**src/rtl/rgmii_pkg.sv**
```systemverilog
// Shared definitions for the RGMII receive path.
// Provides the captured Ethernet/IPv4/UDP header type, wire-byte offsets of
// the fields the UDP parser filters on, protocol constants, the CRC-32
// constants, the parser FSM state type and small helpers that pull
// network-order fields out of a captured header.
package rgmii_pkg;

  localparam int HEADER_BYTES = 42;

  localparam logic [7:0]  PREAMBULE_VAL   = 8'h55;
  localparam logic [7:0]  SFD_VAL         = 8'hD5;
  localparam logic [15:0] ETH_TYPE_IPV4   = 16'h0800;
  localparam logic [7:0]  IP_PROTO_UDP    = 8'h11;
  localparam logic [7:0]  IPV4_VER_IHL    = 8'h45;
  localparam logic [31:0] CRC32_RESIDUE   = 32'hC704DD7B;
  localparam logic [31:0] CRC32_POLY_REFL = 32'hEDB88320;

  // Wire-byte offsets inside the 42-byte Ethernet + IPv4 + UDP header.
  localparam int OFF_MAC_DST   = 0;
  localparam int OFF_ETH_TYPE  = 12;
  localparam int OFF_VER_IHL   = 14;
  localparam int OFF_IP_PROTO  = 23;
  localparam int OFF_IP_DST    = 30;
  localparam int OFF_UDP_DPORT = 36;
  localparam int OFF_UDP_LEN   = 38;

  // Wire byte k lives at bits [8k+7:8k].
  typedef logic [8*HEADER_BYTES-1:0] ethernet_header_t;

  typedef enum logic [2:0] {
    WAIT_GAP,
    PREAMBLE,
    HEADER,
    PAYLOAD,
    TRAILER,
    DROP
  } rx_state_t;

  function automatic logic [7:0] hdr_byte(input ethernet_header_t h, input int k);
    return h[8*k +: 8];
  endfunction

  // Multi-byte fields are network order: the first wire byte is the MSB.
  function automatic logic [15:0] hdr_be16(input ethernet_header_t h, input int k);
    return {hdr_byte(h, k), hdr_byte(h, k + 1)};
  endfunction

  function automatic logic [31:0] hdr_be32(input ethernet_header_t h, input int k);
    return {hdr_be16(h, k), hdr_be16(h, k + 2)};
  endfunction

  function automatic logic [47:0] hdr_be48(input ethernet_header_t h, input int k);
    return {hdr_be16(h, k), hdr_be32(h, k + 2)};
  endfunction

endpackage

```
**src/rtl/crc32_eth.sv**
```systemverilog
// Byte-wise Ethernet CRC-32 (poly 0x04C11DB7, reflected, init 0xFFFFFFFF).
// Ports:
//   clk_i, arstn_i : clock, asynchronous active-low reset (register -> init)
//   en_i           : fold data_i into the running CRC this cycle
//   clear_i        : reload the init value (wins over en_i)
//   data_i         : byte, LSB is the first bit on the wire
//   crc_o          : running register, bit-reversed so that a good frame
//                    (data + FCS) leaves the residue 0xC704DD7B
module crc32_eth
  import rgmii_pkg::*;
(
  input  logic        clk_i,
  input  logic        arstn_i,
  input  logic        en_i,
  input  logic        clear_i,
  input  logic [7:0]  data_i,
  output logic [31:0] crc_o
);

  logic [31:0] crc_q, crc_d;

  function automatic logic [31:0] crc32_byte(input logic [31:0] c, input logic [7:0] d);
    logic [31:0] r;
    r = c ^ {24'h0, d};
    for (int i = 0; i < 8; i++) begin
      r = r[0] ? ((r >> 1) ^ CRC32_POLY_REFL) : (r >> 1);
    end
    return r;
  endfunction

  always_comb begin
    crc_d = crc_q;
    if (clear_i) begin
      crc_d = 32'hFFFF_FFFF;
    end else if (en_i) begin
      crc_d = crc32_byte(crc_q, data_i);
    end
  end

  always_ff @(posedge clk_i or negedge arstn_i) begin
    if (!arstn_i) begin
      crc_q <= 32'hFFFF_FFFF;
    end else begin
      crc_q <= crc_d;
    end
  end

  // The reflected register's magic residue 0xDEBB20E3 reads 0xC704DD7B
  // once bit-reversed.
  always_comb begin
    for (int i = 0; i < 32; i++) begin
      crc_o[i] = crc_q[31-i];
    end
  end

endmodule

```
**src/rtl/udp_rx_parser.sv**
```systemverilog
// Receive-side Ethernet/IPv4/UDP parser on a de-DDR'd RGMII byte stream.
// Strips preamble/SFD, captures the 42-byte header, filters on protocol and
// (optionally) local MAC/IP/port, streams the UDP payload one cycle after it
// arrives and reports a per-frame status pulse with CRC and drop flags.
// Ports:
//   clk_i, arstn_i            : byte clock, asynchronous active-low reset
//   rx_dv_i, rx_er_i          : byte valid, PHY error for the current byte
//   rx_data_i                 : received byte, preamble included
//   check_destination_i       : enable MAC/IP/port filtering
//   fpga_mac_i/ip_i/port_i    : local addresses, network order
//   m_axis_tdata/tvalid/tlast : UDP payload stream, no back-pressure
//   hdr_o                     : last captured header
//   frame_done_o              : one-cycle end-of-frame pulse
//   crc_err_o, drop_o         : frame status, valid with frame_done_o
module udp_rx_parser
  import rgmii_pkg::*;
#(
  parameter bit CHECK_BROADCAST = 1'b1
) (
  input  logic             clk_i,
  input  logic             arstn_i,
  input  logic             rx_dv_i,
  input  logic             rx_er_i,
  input  logic [7:0]       rx_data_i,
  input  logic             check_destination_i,
  input  logic [47:0]      fpga_mac_i,
  input  logic [31:0]      fpga_ip_i,
  input  logic [15:0]      fpga_port_i,
  output logic [7:0]       m_axis_tdata_o,
  output logic             m_axis_tvalid_o,
  output logic             m_axis_tlast_o,
  output ethernet_header_t hdr_o,
  output logic             frame_done_o,
  output logic             crc_err_o,
  output logic             drop_o
);

  rx_state_t        state_q, state_d;
  logic [2:0]       pre_cnt_q, pre_cnt_d;
  logic [5:0]       hdr_cnt_q, hdr_cnt_d;
  logic [15:0]      pay_cnt_q, pay_cnt_d;
  ethernet_header_t hdr_q, hdr_d;
  logic             er_seen_q, er_seen_d;
  logic [7:0]       tdata_q, tdata_d;
  logic             tvalid_q, tvalid_d;
  logic             tlast_q, tlast_d;
  logic             done_q, done_d;
  logic             crc_err_q, crc_err_d;
  logic             drop_q, drop_d;

  logic             crc_en, crc_clear;
  logic [31:0]      crc_val;

  crc32_eth u_crc (
    .clk_i   (clk_i),
    .arstn_i (arstn_i),
    .en_i    (crc_en),
    .clear_i (crc_clear),
    .data_i  (rx_data_i),
    .crc_o   (crc_val)
  );

  // Filters are evaluated while the 42nd byte (UDP checksum) is on the bus,
  // so every field they need is already held in hdr_q.
  logic [15:0] udp_len;
  logic        base_ok, mac_ok, dest_ok, filt_pass, frame_bad;

  assign udp_len = hdr_be16(hdr_q, OFF_UDP_LEN);

  assign base_ok = (hdr_be16(hdr_q, OFF_ETH_TYPE) == ETH_TYPE_IPV4) &&
                   (hdr_byte(hdr_q, OFF_VER_IHL) == IPV4_VER_IHL) &&
                   (hdr_byte(hdr_q, OFF_IP_PROTO) == IP_PROTO_UDP) &&
                   (udp_len >= 16'd8);

  assign mac_ok = (hdr_be48(hdr_q, OFF_MAC_DST) == fpga_mac_i) ||
                  (CHECK_BROADCAST && (hdr_be48(hdr_q, OFF_MAC_DST) == 48'hFFFF_FFFF_FFFF));

  assign dest_ok = !check_destination_i ||
                   (mac_ok &&
                    (hdr_be32(hdr_q, OFF_IP_DST) == fpga_ip_i) &&
                    (hdr_be16(hdr_q, OFF_UDP_DPORT) == fpga_port_i));

  assign filt_pass = base_ok && dest_ok;

  // The CRC register already holds the FCS-inclusive value when the
  // falling edge of rx_dv_i is sampled.
  assign frame_bad = (crc_val != CRC32_RESIDUE) || er_seen_q;

  always_comb begin
    state_d   = state_q;
    pre_cnt_d = pre_cnt_q;
    hdr_cnt_d = hdr_cnt_q;
    pay_cnt_d = pay_cnt_q;
    hdr_d     = hdr_q;
    er_seen_d = er_seen_q;
    tdata_d   = 8'h00;
    tvalid_d  = 1'b0;
    tlast_d   = 1'b0;
    done_d    = 1'b0;
    crc_err_d = 1'b0;
    drop_d    = 1'b0;
    crc_en    = 1'b0;
    crc_clear = 1'b0;

    unique case (state_q)
      WAIT_GAP: begin
        if (!rx_dv_i) begin
          state_d   = PREAMBLE;
          pre_cnt_d = 3'd0;
        end
      end

      PREAMBLE: begin
        if (!rx_dv_i) begin
          pre_cnt_d = 3'd0;
        end else if (rx_data_i == PREAMBULE_VAL) begin
          // An eighth 0x55 is not a valid preamble.
          if (pre_cnt_q == 3'd7) begin
            state_d   = WAIT_GAP;
            pre_cnt_d = 3'd0;
          end else begin
            pre_cnt_d = pre_cnt_q + 3'd1;
          end
        end else if ((rx_data_i == SFD_VAL) && (pre_cnt_q != 3'd0)) begin
          state_d   = HEADER;
          pre_cnt_d = 3'd0;
          hdr_cnt_d = 6'd0;
          er_seen_d = 1'b0;
          crc_clear = 1'b1;
        end else begin
          state_d   = WAIT_GAP;
          pre_cnt_d = 3'd0;
        end
      end

      HEADER: begin
        if (rx_dv_i) begin
          crc_en    = 1'b1;
          er_seen_d = er_seen_q | rx_er_i;
          hdr_d[8*hdr_cnt_q +: 8] = rx_data_i;
          hdr_cnt_d = hdr_cnt_q + 6'd1;
          if (hdr_cnt_q == 6'(HEADER_BYTES - 1)) begin
            hdr_cnt_d = 6'd0;
            if (!filt_pass) begin
              state_d = DROP;
            end else if (udp_len > 16'd8) begin
              state_d   = PAYLOAD;
              pay_cnt_d = udp_len - 16'd8;
            end else begin
              state_d = TRAILER;
            end
          end
        end else begin
          state_d   = PREAMBLE;
          hdr_cnt_d = 6'd0;
          done_d    = 1'b1;
          crc_err_d = frame_bad;
          drop_d    = 1'b1;
        end
      end

      PAYLOAD: begin
        if (rx_dv_i) begin
          crc_en    = 1'b1;
          er_seen_d = er_seen_q | rx_er_i;
          tvalid_d  = 1'b1;
          tdata_d   = rx_data_i;
          pay_cnt_d = pay_cnt_q - 16'd1;
          if (pay_cnt_q == 16'd1) begin
            tlast_d = 1'b1;
            state_d = TRAILER;
          end
        end else begin
          // Truncated payload: close the stream with a dummy last beat.
          state_d   = PREAMBLE;
          pay_cnt_d = 16'd0;
          tvalid_d  = 1'b1;
          tlast_d   = 1'b1;
          done_d    = 1'b1;
          crc_err_d = frame_bad;
          drop_d    = 1'b1;
        end
      end

      TRAILER, DROP: begin
        if (rx_dv_i) begin
          crc_en    = 1'b1;
          er_seen_d = er_seen_q | rx_er_i;
        end else begin
          state_d   = PREAMBLE;
          done_d    = 1'b1;
          crc_err_d = frame_bad;
          drop_d    = (state_q == DROP);
        end
      end

      default: begin
        state_d = WAIT_GAP;
      end
    endcase
  end

  always_ff @(posedge clk_i or negedge arstn_i) begin
    if (!arstn_i) begin
      state_q   <= WAIT_GAP;
      pre_cnt_q <= 3'd0;
      hdr_cnt_q <= 6'd0;
      pay_cnt_q <= 16'd0;
      hdr_q     <= '0;
      er_seen_q <= 1'b0;
      tdata_q   <= 8'h00;
      tvalid_q  <= 1'b0;
      tlast_q   <= 1'b0;
      done_q    <= 1'b0;
      crc_err_q <= 1'b0;
      drop_q    <= 1'b0;
    end else begin
      state_q   <= state_d;
      pre_cnt_q <= pre_cnt_d;
      hdr_cnt_q <= hdr_cnt_d;
      pay_cnt_q <= pay_cnt_d;
      hdr_q     <= hdr_d;
      er_seen_q <= er_seen_d;
      tdata_q   <= tdata_d;
      tvalid_q  <= tvalid_d;
      tlast_q   <= tlast_d;
      done_q    <= done_d;
      crc_err_q <= crc_err_d;
      drop_q    <= drop_d;
    end
  end

  assign m_axis_tdata_o  = tdata_q;
  assign m_axis_tvalid_o = tvalid_q;
  assign m_axis_tlast_o  = tlast_q;
  assign hdr_o           = hdr_q;
  assign frame_done_o    = done_q;
  assign crc_err_o       = crc_err_q;
  assign drop_o          = drop_q;

endmodule

```
**config.mk**
```make
export PLATFORM = sky130hd
export DESIGN_NAME = udp_rx_parser
export DESIGN_NICKNAME = d
export VERILOG_FILES = /design/src/rtl/rgmii_pkg.sv /design/src/rtl/crc32_eth.sv /design/src/rtl/udp_rx_parser.sv
export SDC_FILE = /design/constraint.sdc
export NUM_CORES = 1
export LEC_CHECK = 0
export ABC_AREA = 1
export BUFFER_PORTS_ARGS = -buffer_cell sky130_fd_sc_hd__buf_2
export CORE_UTILIZATION = 51
export CTS_CLUSTER_SIZE = 40
export DETAILED_ROUTE_END_ITERATION = 8
export PLACE_DENSITY = 0.76
export SYNTH_ARGS = -nofsm -noshare
export SYNTH_HDL_FRONTEND = slang
export SYNTH_HIERARCHICAL = 1
export SYNTH_SLANG_ARGS = --single-unit
```
**constraint.sdc**
```tcl
create_clock -name clk_i -period 8 [get_ports clk_i]
set_clock_uncertainty 0.05 [all_clocks]
set_input_delay 2 -clock clk_i [delete_from_list [all_inputs] [get_ports clk_i]]
set_output_delay 2 -clock clk_i [all_outputs]
set_load 0.03 [all_outputs]
```
== Yosys cells after proc, flatten, opt, wreduce, memory -nomap -nowiden ==
Cells that the tools add are included.

* Logic and storage cells: 154
* Bits of input ports: 109
* Output and inout port bits: 349
* Register bits: 410

* $lt $le $gt $ge: 2
* Reductions and logical operators: 28
* Shifts and indexed selects: 2
* Multiplexer cells: 63
* $add $sub $neg: 5
* Eq/ne operators: 31
* Bitwise logic cells: 10

{| class="wikitable"
|+ Operators by type and width
! kind !! number
|-
| 336-bit bitwise mux || 1
|-
| 8-bit by 34-bit variable shift with 336-bit output, first input constant || 1
|-
| 8-bit by 34-bit variable part select with 336-bit output || 1
|-
| 32-bit 2-to-1 mux || 10
|-
| 13-bit inverter with 14-bit output || 8
|-
| 16-bit 2-to-1 mux || 5
|-
| 48-bit == test || 1
|-
| 48-bit == test, second input constant || 1
|-
| 3-bit 2-to-1 mux || 14
|-
| 9-bit negation with 34-bit output || 1
|-
| 32-bit == test || 1
|-
| 32-bit != test, second input constant || 1
|-
| 16-bit case mux with 2 select lines || 1
|-
| 32-bit by 8-bit XOR with 32-bit output || 1
|-
| 6-bit 2-to-1 mux || 5
|-
| 1-bit 2-to-1 mux || 19
|-
| 2-bit != test, second input constant || 9
|-
| 16-bit by 1-bit == test with 1-bit output, second input constant || 1
|-
| 16-bit by 12-bit == test with 1-bit output, second input constant || 1
|-
| 16-bit == test || 1
|-
| 8-bit by 7-bit == test with 1-bit output, second input constant || 2
|-
| 16-bit by 4-bit greater-or-equal comparator with 1-bit output, second input constant || 1
|-
| 16-bit by 4-bit > comparator with 1-bit output, second input constant || 1
|-
| 8-bit 2-to-1 mux || 2
|-
| 30 further kinds || 52
|}

== Longest topological paths before layout ==
Gate-level depths: netlist (run 1).

* Depth after elaboration: 19
* Gate-level depth with buffers: 18
* Depth with buffers taken out: 17

== Hierarchy ==
The synthesis (run 1) kept the hierarchy.

{| class="wikitable"
|+ By module, submodules not included
! module !! times used !! cells an instance !! seq. area each (um^2) !! area each (um^2)
|-
| udp_rx_parser || 1 || 2191 || 9459.1 || 18338.8
|-
| crc32_eth || 1 || 348 || 840.8 || 2484.9
|}

== Worst setup path after synthesis (run 1) ==
No wires, ideal clock.

* Path type: in2reg
* From: in rx_dv_i
* To: reg hdr_q[128] (netlist: hdr_o[128])
* Buffers on the path: 3
* Stages: 10
* Setup time: 0.134 ns
* Data arrival time: 3.529 ns
* Path slack: 4.287 ns
* Required time: 7.816 ns
* Path through: buf_4 > clkinv_1 > nor2_1 > nand2_1 > nor2_1 > buf_2 > nand3_1 > buf_2 > nand2_1 > o31ai_1

* Word-level cells in the longest chain between the ends: 1

{| class="wikitable"
|+ Ends and longest elaborated chain
! element !! RTL line !! text
|-
| start: declaration || udp_rx_parser.sv:22 || <nowiki>input logic rx_dv_i,</nowiki>
|-
| 2-bit AND reduction (no source line) || - ||
|-
| end signal: assignment || udp_rx_parser.sv:222 || <nowiki>hdr_q <= hdr_d;</nowiki>
|-
| end: declaration || udp_rx_parser.sv:42 || <nowiki>ethernet_header_t hdr_q, hdr_d;</nowiki>
|}

No other way between the ends.
A chain may end at the register's enable or synchronous reset.

== Worst setup path in the final report (run 1) ==
* From: reg hdr_cnt_q[0]
* To: reg hdr_q[135] (netlist: hdr_o[135])

* Word-level cells in the longest chain between the ends: 3
* Elaborated cells between the ends (all ways): 4
* Those cells by class: 1 x add/sub; 2 x shift; 1 x mux

{| class="wikitable"
|+ Ends and longest elaborated chain
! element !! RTL line !! text
|-
| start: declaration || udp_rx_parser.sv:40 || <nowiki>logic [5:0] hdr_cnt_q, hdr_cnt_d;</nowiki>
|-
| start signal: assignment || udp_rx_parser.sv:220 || <nowiki>hdr_cnt_q <= hdr_cnt_d;</nowiki>
|-
| 9-bit negation with 34-bit output (*) || udp_rx_parser.sv:140 || <nowiki>hdr_d[8*hdr_cnt_q +: 8] = rx_data_i;</nowiki>
|-
| 8-bit by 34-bit variable part select with 336-bit output or 8-bit by 34-bit variable shift with 336-bit output (tied branches) || udp_rx_parser.sv:140 ||
|-
| 336-bit bitwise mux (*) || udp_rx_parser.sv:140 ||
|}

Every way passes the cells marked *; elsewhere a longest branch is shown, timed or not.

==> results of run 1 <==
synth_stat cells, drive strengths merged (12+ instances only):
library cell	instances
clkbuf	48
o21a	16
nand3	96
o21ai	158
xnor2	86
nor4	17
nand4	37
or2	12
nand2	714
nor3	37
a31oi	40
a21oi	118
nor2	251
dfstp	32
xor2	29
o22ai	18
dfrtp	378
o31ai	83
inv	246
ha	12
mux2	32
buf	45
registers in the layout, summed over array words and instances, names as in the netlist, 3 cells and up:
name and cells:
pay_cnt_q 16, pre_cnt_q 3, hdr_cnt_q 6, u_crc/crc_q 32, m_axis_tdata_o 8, hdr_o 336, state_q 3
worst max-delay path: stages, from the launching register on:
cell,delay [ps]
dfrtp_1,570
nor3_1,300
nand2_1,150
nor2_1,250
ha_1,190
inv_1,450
nor2_2,530
inv_2,370
nor2_4,910
nand3_1,610
o31ai_1,440
layer usage:
layer  wire length, µm  vias up  track usage
met5                13        -            0
met4              4500        2        0.209
met3              8140      244       0.0800
met2             36800     1217        0.598
met1             30200     9825        0.487
li1                  -     9167            -
layout make-up:
cell class	count	share of cell area
multi-input cells	1782	0.365
diodes	5	0.000499
flip-flops and latches	410	0.411
well taps	525	0.0262
clock inverters	19	0.0119
inverters	254	0.0381
clock buffers	61	0.0508
repair buffers	470	0.0965
power breakdown:
part	internal [mW]	leakage [nW]	switching [mW]
combinational	0.105	6.53	0.317
sequential	2.09	5.37	0.0162
clock	1.35	0.776	0.885
final timing paths:
check | start | slack (ps) | depth (start not counted) | end
hold reg to reg | hdr_o[325]$_DFFE_PN0P_ | 430 | 2 | hdr_o[325]$_DFFE_PN0P_
setup reg to reg | hdr_cnt_q[0]$_DFFE_PN0P_ | 3020 | 10 | hdr_o[135]$_DFFE_PN0P_
min in group asynchronous | arstn_i | 1340 | 1 | hdr_o[205]$_DFFE_PN0P_
max in group asynchronous | arstn_i | 5010 | 2 | hdr_o[114]$_DFFE_PN0P_
hold / removal | hdr_o[325]$_DFFE_PN0P_ | 430 | 2 | hdr_o[325]$_DFFE_PN0P_
setup / recovery | hdr_cnt_q[0]$_DFFE_PN0P_ | 3020 | 10 | hdr_o[135]$_DFFE_PN0P_
per-stage QoR:
step | utilization | cell area [µm²] | total power, mW | cells | hold WS, ps
after floorplan | - | 20800 | 2.37 | 2539 | 414
after global placement | 0.587 | 23500 | 2.55 | 3441 | 410
after detailed placement | 0.587 | 23500 | 2.56 | 3441 | 414
after CTS | 0.626 | 25100 | 4.76 | 3521 | 432
after global routing | 0.627 | 25100 | 4.88 | 3523 | 451
final | 0.627 | 25100 | 4.76 | 3526 | 429
cells by family after synthesis:
| logic type | synth area share |
|---|---|
| adder cells (fa/ha/maj) | 0.00721 |
| XOR/XNOR | 0.0496 |
| multiplexers | 0.0173 |
| buffers and inverters | 0.0662 |
| AO/OA/AOI/OAI | 0.125 |
| AND/OR/NAND/NOR | 0.240 |
| flip-flops | 0.495 |
==> metrics.md, run 1 <==
| Metric | Value |
|---|---|
| Status | completed |
| Die area | 41600 µm² |
| Synth Register Bits | 410 |
| Vias in the first global route | 19100 |
| CTS Hold Buffers Added | 0 |
| Sequential element share of the synthesized area | 0.495 |
| Ys Warns | 6 |
| Core area | 40000 µm² |
| Post-synth EDFFs | 0 |
| Skew-Pair Late Insertion Delay | 580 ps |
| Synth top area share | 0.454 |
| Detailed Route Iter0 Violations | 2106 |
| Die Ht | 204 µm |
| Count of pins over their slew limit | 0 |
| Worst Max-Slew Pin Slew | 1190 ps |
| Final setup fails | 0 |
| Area grow syn2layout | 20.4% |
| Fillers | 3534 |
| Largest net degree at the start of global routing | 192 |
| Dpl ws | 2790 ps |
| Max_cap viols | 0 |
| Cell variety after synth | 53 |
| GP Congestion | 0.981 |
| Unrepaired setup endpoints after global routing | no |
| Resized cells post-CTS | 0 |
| Synthesized area | 20800 µm² |
| Data arrival, critical path | 5380 ps |
| Total CTS buffers | 44 |
| Die width | 204 µm |
| Total negative slack | 0 ps |
| Max frequency | 0.201 GHz |
| Crit path max fanout | 38 |
| Routed wire length | 79600 µm |
| DR WL/cell | 22.6 µm |
| Crit. End Element | register |
| Via count | 20500 |
| CTS tree | yes |
| Top FF cell, synth | dfrtp_1 |
| Syn Inst Count | 2539 |
| Remaining DRCs | 0 |
| Crit path required time | 8400 ps |
| Clk root buf | clkbuf_16 |
| Worst Setup Slack, final | 3020 ps |
| Relative slew margins | 0.199 |
| Final min period | 4980 ps |
| Max clock buf depth | 3 |
| GR Overflow Total | 0 |
| Lkg Pwr | 12.7 nW |
| Async SR Flop Fraction | 1.00 |
| Detailed Place HPWL | 59600 µm |
| Placement row count | 73 |
| Nets | 3083 |
| H-tree depth | 2 |
| I/O Buffers | 457 |
| Worst Hold Class | reg2reg |
| Startpoint types | register |
| Pre-antenna DRT Iters | 6 |
| Worst Setup Path Type | reg2reg |
| Area of the multi-input gates | 9160 µm² |
| Power density cells | 190 nW/µm² |
| Routed Antenna Nets | 0 |
| Fin. Hold Viols | 0 |
| Most common cell after layout, fill and taps aside | nand2_1 |
| Worst vdd ir | 0.144 mV |
| Synthesized area per cell | 8.20 µm² |
| Sequential Area | 10300 µm² |
| Initial antenna violation count | 5 |
| Clk slew on worst S/H paths | 60 ps |
| First-pass GRT wire length | 117000 µm |
| Most frequent cells in the layout | nand2_1, buf_2, dfrtp_1, nor2_1, inv_1 |
| Syn_nets | 2660 |
| Leading post-synthesis cells by cell area | dfrtp_1, nand2_1, nor2_1, inv_1, dfstp_2 |
| Fin crit share | 0.623 |
| Initial Util | 0.521 |
| Cell taking the most area after synthesis | dfrtp_1 |
| Post-CTS setup repair buffer count | 0 |
| Vias per cell | 5.80 |
| Total track usage | 0.379 |
| CTS sink count | 410 |
| Layout cell share with drive strength beyond 1 | 0.229 |
| Top-level port count | 458 |
No activity file was read; power rests on OpenSTA's default activity.
==> inputs of run 2 (changes only) <==
==> constraint.sdc (replaced) <==
create_clock -name clk_i -period 5 [get_ports clk_i]
set_clock_uncertainty 0.05 [all_clocks]
set_input_delay 1.25 -clock clk_i [delete_from_list [all_inputs] [get_ports clk_i]]
set_output_delay 1.25 -clock clk_i [all_outputs]
set_load 0.03 [all_outputs]
==> run 2 against run 1 <==
  * Die area did not move
  * Sequential cell count did not move
  * Via count rose by 0.19%
  * Clock-buffer cell count fell by 5
  * Highest routed layer is now met4
  * Critical path type unchanged
  * Critical path depth rose by 1
==> metrics.md, run 2 (synthesis gave the netlist of run 1 again) <==
| Metric | Value |
|---|---|
| Total CTS buffers | 44 (unchanged) |
| Core area | 40000 µm² (unchanged) |
| Detailed Place HPWL | 61000 µm (was 59600 µm) |
| Fillers | 3496 (was 3534) |
| Die width | 204 µm (unchanged) |
| CTS sink count | 410 (unchanged) |
| Final min period | 4030 ps (was 4980 ps) |
| Initial Util | 0.521 (unchanged) |
| First-pass GRT wire length | 118000 µm (was 117000 µm) |
| Max_cap viols | 0 (unchanged) |
| Routed Antenna Nets | 0 (unchanged) |
| Core Util, Final | 0.630 (was 0.627) |
| Routed wire length | 79300 µm (was 79600 µm) |
| Area grow syn2layout | 20.9% (was 20.4%) |
| Die area | 41600 µm² (unchanged) |
| Pre-antenna DRT Iters | 6 (unchanged) |
| Initial antenna violation count | 3 (was 5) |
| Clk root buf | clkbuf_16 (unchanged) |
| Via count | 20500 (about the same) |
| Crit. End Element | register (unchanged) |
| CTS Hold Buffers Added | 0 (unchanged) |
| Relative slew margins | 0.246 (was 0.199) |
| Crit-path max cell delay | 660 ps (was 910 ps) |
| DR WL/cell | 22.4 µm (was 22.6 µm) |
| Vias per cell | 5.78 (was 5.80) |
| CTS tree | yes (unchanged) |
| Crit-path cells | inv_1 -> ha_1 -> or2_2 -> nand2_2 -> buf_4 -> inv_2 -> nor2_8 -> nand2_1 -> nor2_1 -> nand2_1 -> o31ai_1 (was nor3_1 -> nand2_1 -> nor2_1 -> ha_1 -> inv_1 -> nor2_2 -> inv_2 -> nor2_4 -> nand3_1 -> o31ai_1) |
| Skew-Pair Late Insertion Delay | 570 ps (was 580 ps) |
| Vias in the first global route | 19200 (was 19100) |
| Worst Max-Slew Pin Slew | 1120 ps (was 1190 ps) |
| Startpoint types | register (unchanged) |
| Worst Setup Path Type | reg2reg (unchanged) |
| Resized cells post-CTS | 0 (unchanged) |
| Die Ht | 204 µm (unchanged) |
| Final setup fails | 0 (unchanged) |
| Power density cells | 295 nW/µm² (was 190 nW/µm²) |
| Fin crit share | 0.806 (was 0.623) |
| I/O Buffers | 457 (unchanged) |
| Worst vdd ir | 0.213 mV (was 0.144 mV) |
| Crit path max fanout | 26 (was 38) |
| Crit path required time | 5410 ps (was 8400 ps) |
| Max reg flops | 336 (unchanged) |
| Top-level port count | 458 (unchanged) |
| Max frequency | 0.248 GHz (was 0.201 GHz) |
| Largest net degree at the start of global routing | 126 (was 192) |
| Remaining DRCs | 0 (unchanged) |
| Count of pins over their slew limit | 0 (unchanged) |
| Post-CTS setup repair buffer count | 0 (unchanged) |
| Layout cell share with drive strength beyond 1 | 0.235 (was 0.229) |
| Slowest library cell on the worst path | nor2_1 (was nor2_4) |
| Total negative slack | 0 ps (unchanged) |
| Total track usage | 0.379 (about the same) |
| Nets | 3109 (was 3083) |
| Lkg Pwr | 12.8 nW (was 12.7 nW) |
| Placement row count | 73 (unchanged) |
| Max clock buf depth | 3 (unchanged) |
| Data arrival, critical path | 4430 ps (was 5380 ps) |
| GP Congestion | 1.01 (was 0.981) |
| GR Overflow Total | 0 (unchanged) |
| Fin. Hold Viols | 0 (unchanged) |
| Worst Hold Class | reg2reg (unchanged) |
| Detailed Route Iter0 Violations | 2267 (was 2106) |
| Clk slew on worst S/H paths | 60 ps (about the same) |
| Most common cell after layout, fill and taps aside | nand2_1 (unchanged) |
| Total design power | 7.43 mW (was 4.76 mW) |
| Unrepaired setup endpoints after global routing | no (unchanged) |
| Most frequent cells in the layout | nand2_1, buf_2, dfrtp_1, nor2_1, inv_1 (unchanged) |
| Most used cell, CP | nand2_1 |
| Status | completed (unchanged) |
| H-tree depth | 2 (unchanged) |
==> run 2: cell types whose count changed in the layout (fill, tap and decap cells not counted) <==
cell | before | now
clkinv_2 | 6 | 9
clkbuf_16 | 44 | 45
buf_12 | 2 | 4
buf_4 | 11 | 35
nor2_2 | 6 | 5
inv_6 | 3 | 0
bufinv_16 | 7 | 5
clkbuf_8 | 11 | 7
clkinv_1 | 8 | 9
nor2_1 | 241 | 242
diode_2 | 5 | 4
clkbuf_1 | 6 | 4
clkinv_8 | 1 | 0
clkinvlp_4 | 1 | 3
==> run 2: final cells by class <==
| class | instances | area (µm²) | area share |
|---|---|---|---|
| multi-input combinational | 1782 | 9150 | 0.363 |
| tap | 525 | 657 | 0.0261 |
| antenna | 4 | 10.0 | 0.000397 |
| clock inverter | 19 | 230 | 0.00914 |
| sequential | 410 | 10300 | 0.409 |
| inverter | 254 | 956 | 0.0380 |
| clock buffer | 56 | 1240 | 0.0491 |
| timing repair buffer | 496 | 2640 | 0.105 |
==> run 2: worst paths after layout <==
check / start / to / slack, ps / depth (start not counted)
min: hdr_o[61]$_DFFE_PN0P_ / hdr_o[61]$_DFFE_PN0P_ / 430 / 2
min reg2reg: hdr_o[61]$_DFFE_PN0P_ / hdr_o[61]$_DFFE_PN0P_ / 430 / 2
max: hdr_cnt_q[0]$_DFFE_PN0P_ / hdr_o[248]$_DFFE_PN0P_ / 970 / 11
max in group asynchronous: arstn_i / hdr_o[61]$_DFFE_PN0P_ / 3150 / 2
min in group asynchronous: arstn_i / hdr_o[206]$_DFFE_PN0P_ / 770 / 1
max reg2reg: hdr_cnt_q[0]$_DFFE_PN0P_ / hdr_o[248]$_DFFE_PN0P_ / 970 / 11
==> run 2: where the power goes <==
part / internal, mW / total, mW / leakage [nW] / switching [mW]
sequential: 3.35 / 3.37 / 5.37 / 0.0248
clock: 2.00 / 3.37 / 0.722 / 1.37
combinational: 0.185 / 0.685 / 6.67 / 0.501
total: 5.53 / 7.43 / 12.8 / 1.90
==> run 2: worst max-delay path: cells and delay by family (launching register included) <==
kind                     cells  cell delay, ps
AO/OA/AOI/OAI                1             360
AND/OR/NAND/NOR              6            1850
buffers and inverters        3             750
adder cells (fa/ha/maj)      1             260
flip-flops                   1             630
==> run 2: routing by layer <==
layer	wire, µm	GRT usage	share of wire	vias to the layer above
li1	-	-	-	9219
met1	29800	0.480	0.38	9864
met2	36700	0.602	0.46	1149
met3	7880	0.0804	0.099	261
met4	4930	0.220	0.062	0
met5	0	0	0	-
==> run 2: metrics by stage <==
step | cells | setup slack, ps | hold slack (ps) | cell area, µm²
detailed placement | 3467 | 964 | 416 | 23700
global route | 3545 | 634 | 444 | 25200
floorplan | 2539 | 2040 | 414 | 20800
CTS | 3542 | 1050 | 430 | 25200
global placement | 3467 | 1020 | 409 | 23700
finish | 3546 | 972 | 433 | 25200
